==> config.mk <==
export PLATFORM = sky130hd
export DESIGN_NAME = wb_regfile
export DESIGN_NICKNAME = d
export VERILOG_FILES = /design/src/rtl/mips_pkg.sv /design/src/rtl/wb_regfile_load_extend.sv /design/src/rtl/wb_regfile.sv
export SDC_FILE = /design/constraint.sdc
export NUM_CORES = 2
export LEC_CHECK = 0
export CORE_MARGIN = 2
export CORE_UTILIZATION = 54
export DETAILED_ROUTE_END_ITERATION = 16
export PLACE_DENSITY = 0.72
export SLEW_MARGIN = 5
export SYNTH_ARGS = -nofsm -noshare
export SYNTH_HDL_FRONTEND = slang
export SYNTH_SLANG_ARGS = --single-unit
==> constraint.sdc <==
create_clock -name clock -period 3.1 [get_ports clock]
set_input_delay 0.31 -clock clock [delete_from_list [all_inputs] [get_ports clock]]
set_output_delay 0.31 -clock clock [all_outputs]
set_load 0.01 [all_outputs]
==> src/rtl/mips_pkg.sv <==
// Shared MIPS pipeline definitions: load opcodes and control-signal bit positions.
package mips_pkg;

  localparam logic [5:0] OP_LB  = 6'h20;
  localparam logic [5:0] OP_LH  = 6'h21;
  localparam logic [5:0] OP_LW  = 6'h23;
  localparam logic [5:0] OP_LBU = 6'h24;
  localparam logic [5:0] OP_LHU = 6'h25;

  localparam int SIG_REG_WRITE  = 0;
  localparam int SIG_MEM_TO_REG = 1;
  localparam int SIG_VALID      = 7;

endpackage

==> src/rtl/wb_regfile_load_extend.sv <==
// Load extraction: picks the addressed byte/halfword of a little-endian word and extends it.
// Purely combinational, zero latency; no flow control.
module load_extend
  import mips_pkg::*;
#(
  parameter int DATA_W = 32
) (
  input  logic [5:0]        op,
  input  logic [1:0]        offset,
  input  logic [DATA_W-1:0] word,
  output logic [DATA_W-1:0] result
);

  logic [7:0]  byte_sel;
  logic [15:0] half_sel;

  always_comb begin
    byte_sel = word[{offset, 3'b000} +: 8];
    // Halfword loads take the upper or lower half only; offset[0] is ignored.
    half_sel = word[{offset[1], 4'b0000} +: 16];
    result   = word;
    case (op)
      OP_LB:   result = {{(DATA_W-8){byte_sel[7]}}, byte_sel};
      OP_LBU:  result = {{(DATA_W-8){1'b0}}, byte_sel};
      OP_LH:   result = {{(DATA_W-16){half_sel[15]}}, half_sel};
      OP_LHU:  result = {{(DATA_W-16){1'b0}}, half_sel};
      default: result = word;
    endcase
  end

endmodule

==> src/rtl/wb_regfile.sv <==
// Writeback stage + register file with two bypassed read ports and a retired counter.
// Writes land on the edge ending the cycle (bypass same cycle); no backpressure.
module wb_regfile
  import mips_pkg::*;
#(
  parameter int DATA_W = 32,
  parameter int REG_N  = 32
) (
  input  logic                     clock,
  input  logic                     reset,
  input  logic [DATA_W-1:0]        alu_out,
  input  logic [DATA_W-1:0]        mem_out,
  input  logic [$clog2(REG_N)-1:0] dest_out,
  input  logic [5:0]               op_out,
  input  logic [7:0]               signals_out,
  input  logic [$clog2(REG_N)-1:0] rs_addr,
  input  logic [$clog2(REG_N)-1:0] rt_addr,
  output logic [DATA_W-1:0]        rs_data,
  output logic [DATA_W-1:0]        rt_data,
  output logic [DATA_W-1:0]        wb_data,
  output logic                     wb_we,
  output logic [DATA_W-1:0]        retired
);

  logic              valid;
  logic              reg_write;
  logic              mem_to_reg;
  logic [DATA_W-1:0] load_data;
  logic [DATA_W-1:0] regs_q [REG_N];
  logic [DATA_W-1:0] regs_d [REG_N];
  logic [DATA_W-1:0] retired_q;
  logic [DATA_W-1:0] retired_d;
  logic              unused_sig_bits;

  assign valid           = signals_out[SIG_VALID];
  assign reg_write       = signals_out[SIG_REG_WRITE];
  assign mem_to_reg      = signals_out[SIG_MEM_TO_REG];
  assign unused_sig_bits = ^signals_out[6:2];

  load_extend #(.DATA_W(DATA_W)) u_load_extend (
    .op     (op_out),
    .offset (alu_out[1:0]),
    .word   (mem_out),
    .result (load_data)
  );

  assign wb_data = mem_to_reg ? load_data : alu_out;
  assign wb_we   = valid & reg_write & (dest_out != '0);
  assign retired = retired_q;

  always_comb begin
    regs_d = regs_q;
    if (wb_we) regs_d[dest_out] = wb_data;
    retired_d = retired_q + {{(DATA_W-1){1'b0}}, valid};
  end

  // r0 reads as zero; a same-cycle write to the indexed register wins over storage.
  always_comb begin
    rs_data = regs_q[rs_addr];
    if (rs_addr == '0) rs_data = '0;
    else if (wb_we && rs_addr == dest_out) rs_data = wb_data;
    rt_data = regs_q[rt_addr];
    if (rt_addr == '0) rt_data = '0;
    else if (wb_we && rt_addr == dest_out) rt_data = wb_data;
  end

  always_ff @(posedge clock) begin
    if (reset) begin
      for (int i = 0; i < REG_N; i++) regs_q[i] <= '0;
      retired_q <= '0;
    end else begin
      regs_q    <= regs_d;
      retired_q <= retired_d;
    end
  end

endmodule

======== Word-level counts from Yosys, hierarchy flattened ========
Index checks and enable logic that the tools add are counted.
storage, ports and cells
  output and inout bits ................... 129
  flip-flop bits (word level) ............. 1,056
cells by class
  multiplexer cells ....................... 15
  equal/unequal tests ..................... 6
  order comparisons ....................... 4
  bitwise operators ....................... 5
  reductions and logical operators ........ 6
  shifts and indexed selects .............. 2
  add/subtract/negate cells ............... 1
operators by type and width
  operator              number
  $bwmux W1024          1
  $bmux W32 S5          2
  $mux W32              10
  $demux W32 S5         1
  $pmux W32 S4          1
  $add A32 B1 Y32       1
  $shiftx A32 B6 Y16    1
  $shiftx A32 B6 Y8     1
  $eq A6 B6 Y1 const B  4
  $ge A6 B6 Y1 const B  3
  $not A5 Y6            3
  $eq A5 B5 Y1          2
  $logic_not A5 Y1      2
  $lt A6 B1 Y1 const B  1
  $reduce_bool A5 Y1    1
  $logic_and A1 B1 Y1   3
  $and A1 B1 Y1         2

======== Longest topological paths before layout ========
  depth after elaboration ................. 6
  mapped depth ............................ 9
  depth with buffers taken out ............ 6

======== By module ========
From an unflattened synthesis, not the netlist that was laid out.
second synthesis, totals
  cell total of the unflattened synthesis .. 5,219
  area total of the unflattened synthesis .. 53,433.7 um^2
by module, submodules not included
  module       area each (um^2)  cells an instance  sequential area each (um^2)  times used
  wb_regfile   52,769.4          5,103              21,140.3                     1
  load_extend  664.4             116                0.0                          1

======== Worst setup path after synthesis ========
Ideal clock, no wire load.
  path kind ............................... in2out
  start ................................... input port rt_addr[0]
  end ..................................... output port rt_data[3]
  arrival time ............................ 2.212 ns
  stages .................................. 9
  path buffers ............................ 4
  path slack .............................. 0.578 ns
  path through ............................ clkbuf_1 > buf_2 > xnor2_1 > nand2_1 > nor4_1 > buf_2 > buf_1 > a211oi_1 > a211oi_1
between the ends
  longest elaborated chain between the ends .. 6
ends and longest elaborated chain
  item                                          line              RTL
  from (decl)                                   wb_regfile.sv:17  input logic [$clog2(REG_N)-1:0] rt_addr,
  $not A5 Y6 (not written as such)              wb_regfile.sv:62  rt_data = regs_q[rt_addr];
  $bmux W32 S5                                  wb_regfile.sv:62
  $mux W32 (not written as such) (2 in series)  wb_regfile.sv:62
  $mux W32                                      wb_regfile.sv:64  else if (wb_we && rt_addr == dest_out) rt_data = wb_data;
  $mux W32 *                                    wb_regfile.sv:63  if (rt_addr == '0) rt_data = '0;
  to (decl)                                     wb_regfile.sv:19  output logic [DATA_W-1:0] rt_data,
Mark *: on every way between the ends. The rest lies on a longest branch, timed or not. The select of a mux whose other input is x is not followed.

======== Worst setup path in the final report ========
  start ................................... register regs_q[136] in the netlist's numbering
  end ..................................... output port rs_data[8]
between the ends
  longest elaborated chain between the ends .. 5
ends and longest elaborated chain
  item                                          line              RTL
  from (decl)                                   wb_regfile.sv:29  logic [DATA_W-1:0] regs_q [REG_N];
  from (signal assigned)                        wb_regfile.sv:72  regs_q <= regs_d;
  $bmux W32 S5                                  wb_regfile.sv:59  rs_data = regs_q[rs_addr];
  $mux W32 (not written as such) (2 in series)  wb_regfile.sv:59
  $mux W32                                      wb_regfile.sv:61  else if (wb_we && rs_addr == dest_out) rs_data = wb_data;
  $mux W32                                      wb_regfile.sv:60  if (rs_addr == '0) rs_data = '0;
  to (decl)                                     wb_regfile.sv:18  output logic [DATA_W-1:0] rs_data,
No other way between the ends. The select of a mux whose other input is x is not followed.

==> reports/qor.txt <==
Outcome - finished, violations left
Failing checks - negative setup slack
# IOs - 224
Synth cell types - 63
Fin. max-slew vios - 0
# fillers - 7,468
Least-Margin Pin Slew - 0.902 ns
Final WL - 201,000 um
Final Setup Violations - 2
DR iter-0 viols - 7,391
Max_cap viols - 0
Syn Nets - 5,742
Area of the multi-input gates - 0.0306 sq mm
Clock skew - 0.00469 ns
Register area - 0.0211 sq mm
Routability Congestion - 0.950
Final layout net count - 5,990
Fraction of layout cells with a size suffix above 1 - 24.6%
Ys async rst share - 0%
Top_reg_cell synth - dfxtp_1
Synth top cells by count - dfxtp_1 (1,056), nand2_1 (800), nor2_1 (683)
Die width - 319 um
Vias in the first global route - 47,900
Crit path kind - reg2out
Rel. slew slack - 39.7%
DP HPWL - 136,000 um
Pwr Density - 481 mW/mm^2
Final setup margin - -0.0133 ns
Port bufs - 218
Core footprint - 0.0983 sq mm
Synth top area share - 39.5%
Most frequent cell after synthesis - dfxtp_1
Clock Tree Root - clkbuf_16
Grt total ovfl - 0
Cells after synthesis - 5,645
RSZ-0062 raised after global routing - true
GR Util All Layers - 38.6%
Area leader, netlist - dfxtp_1
Critical Path End Type - output pin
Reg clk slew, reported paths - 0.06 ns
First-pass GRT wire length - 299,000 um
# H-tree levels - 3
Via count - 49,900
Final hold vios - 0
Peak VDD IR - 0.443 mV
Hold slack - 0.172 ns
Number of synthesized flops with an enable pin - 0
Sequential-to-total area share from yosys stat - 39.5%
Period utilization - 100%
Antenna violations before repair - 12
Die area - 0.102 sq mm
Largest net degree at the start of global routing - 125
Area growth from synthesis to final layout - 22.9%
Clock Latency Late Sink - 0.71 ns
CTS Buf Count - 106
GR peak layer - met2
Flops & latches, synth - 1,056
FP Rows - 115
# DRC - 0
Crit-path max FO - 3
Post-layout min period - 3.11 ns
Fmax - 321 MHz
Worst setup SP type - flip-flop
Tightest Hold Check Type - in2reg
Reg2reg setup slack - 0.83 ns
Post-Place Worst Slack - -0.512 ns
Yosys Warn Count - 0
CTS Sinks - 1,056
Worst endpoint data arrival time - 2.80 ns
Initial core utilization - 54.4%
LEAKAGE - 0.0219 uW
CTS tree - built
Final ANT Viol Nets - 0
Global routing usage on met1 - 50.3%
Mapped Area - 0.0535 sq mm
Die Ht - 319 um
WL/cell - 27.6 um
Max clock buf depth - 3
Worst EP required - 2.79 ns
Via/cell ratio - 6.86
Met3 Usage GRT - 13.2%
DRT Pass-1 Iters - 7
Avg Cell Area, Syn - 9.47 sq um
Met2 usage - 56.9%
Leading post-synthesis cells by cell area - dfxtp_1 (40%), mux4_2 (21%), a211oi_1 (8.9%), nand2_1 (5.6%), nor2_1 (4.8%)
==> routing by layer <==
layer / vias to the layer above / share of wire [%] / wire length (um)
met3: 791 / 15 / 29800
met5: - / 0.053 / 106
met4: 14 / 5.4 / 10900
met2: 3647 / 43 / 86400
met1: 24100 / 37 / 73500
li1: 21300 / - / -
==> cells by family (layout without fill, tap and decap cells) <==
group,Yosys count,in the layout,share of synthesized area [%]
other,0,3,0
adder cells (fa/ha/maj),2,2,0.0468
flip-flops,1056,1056,39.5
AO/OA/AOI/OAI,1417,1417,17.9
multiplexers,532,532,21.9
XOR/XNOR,27,27,0.442
buffers and inverters,700,1038,5.19
AND/OR/NAND/NOR,1911,1911,15.0
==> layout make-up <==
type	count	area share (%)
Multi-Input combinational cell	3889	46.6
Sequential cell	1056	32.2
Timing Repair Buffer	787	12.7
Clock buffer	147	4.65
Tap cell	1287	2.45
Clock inverter	51	1.15
Inverter	53	0.303
Antenna cell	3	0.0114
==> worst max-delay path, stage by stage, from the launching register on <==
cell,delay (ns)
dfxtp_1,0.33
mux4_2,0.48
a22o_1,0.28
a221o_1,0.31
buf_12,0.15
nor3_1,0.14
nor3_1,0.07
dlygate4sd2_1,0.32
==> final timing paths <==
path	start	to	depth (start not counted)
worst min register to register	regs_q[966]$_SDFFE_PP0P_	regs_q[966]$_SDFFE_PP0P_	2
worst min-delay path	reset	regs_q[1019]$_SDFFE_PP0P_	2
worst max-delay path	regs_q[136]$_SDFFE_PP0P_	rs_data[8]	7
worst max register to register	retired[0]$_SDFF_PP0_	retired[28]$_SDFF_PP0_	6
==> cell usage in the layout, fill, tap and decap left out, drive strengths merged, types with 11 or more instances in the layout <==
cell              n
nand2           800
clkinv           26
and3b            13
a22o             15
nor2b            39
or3              11
dlygate4sd2      52
nor3             77
a22oi            94
mux2             14
buf             585
nor2            684
clkdlybuf4s50   120
mux4            510
a211oi          651
dfxtp          1056
nand2b           16
clkbuf          162
o21ai            20
bufinv           16
xnor2            18
o22ai           123
and3             22
nand3           207
a221oi           21
o311a            12
a21oi           450
inv              57
==> power breakdown <==
| part | switching [uW] | internal (uW) |
|---|---|---|
| Clock | 5830 | 8260 |
| Sequential | 61.2 | 13600 |
| Combinational | 2340 | 1490 |
| Total | 8230 | 23400 |
==> sequential cells by signal, summed over array words and instances, names as in the netlist <==
signal	count
retired	32
regs_q	1024
==> repair_timing <==
item                                    in CTS  in global routing
endpoints found under the setup margin      88                 55
setup buffers                               34                  2
pin swaps                                   29                 14
gates resized for setup                    157                 96
hold buffers                                 0                  0
gates cloned                                 1                  0
==> through the flow <==
stage / setup TNS, ns / total power, uW / std cells / instance area (sq um) / util [%]
after floorplan: 0 / 15800 / 5645 / 53500 / -
after detailed placement: -21.85 / 17600 / 7035 / 61200 / 62.3
after global placement: -18.58 / 17600 / 7035 / 61200 / 62.3
after CTS: -0.00270 / 31500 / 7268 / 65500 / 66.7
final: -0.0208 / 31600 / 7273 / 65700 / 66.9
after global routing: -0.602 / 32300 / 7271 / 65700 / 66.9
(Power assumes the default switching activity.)
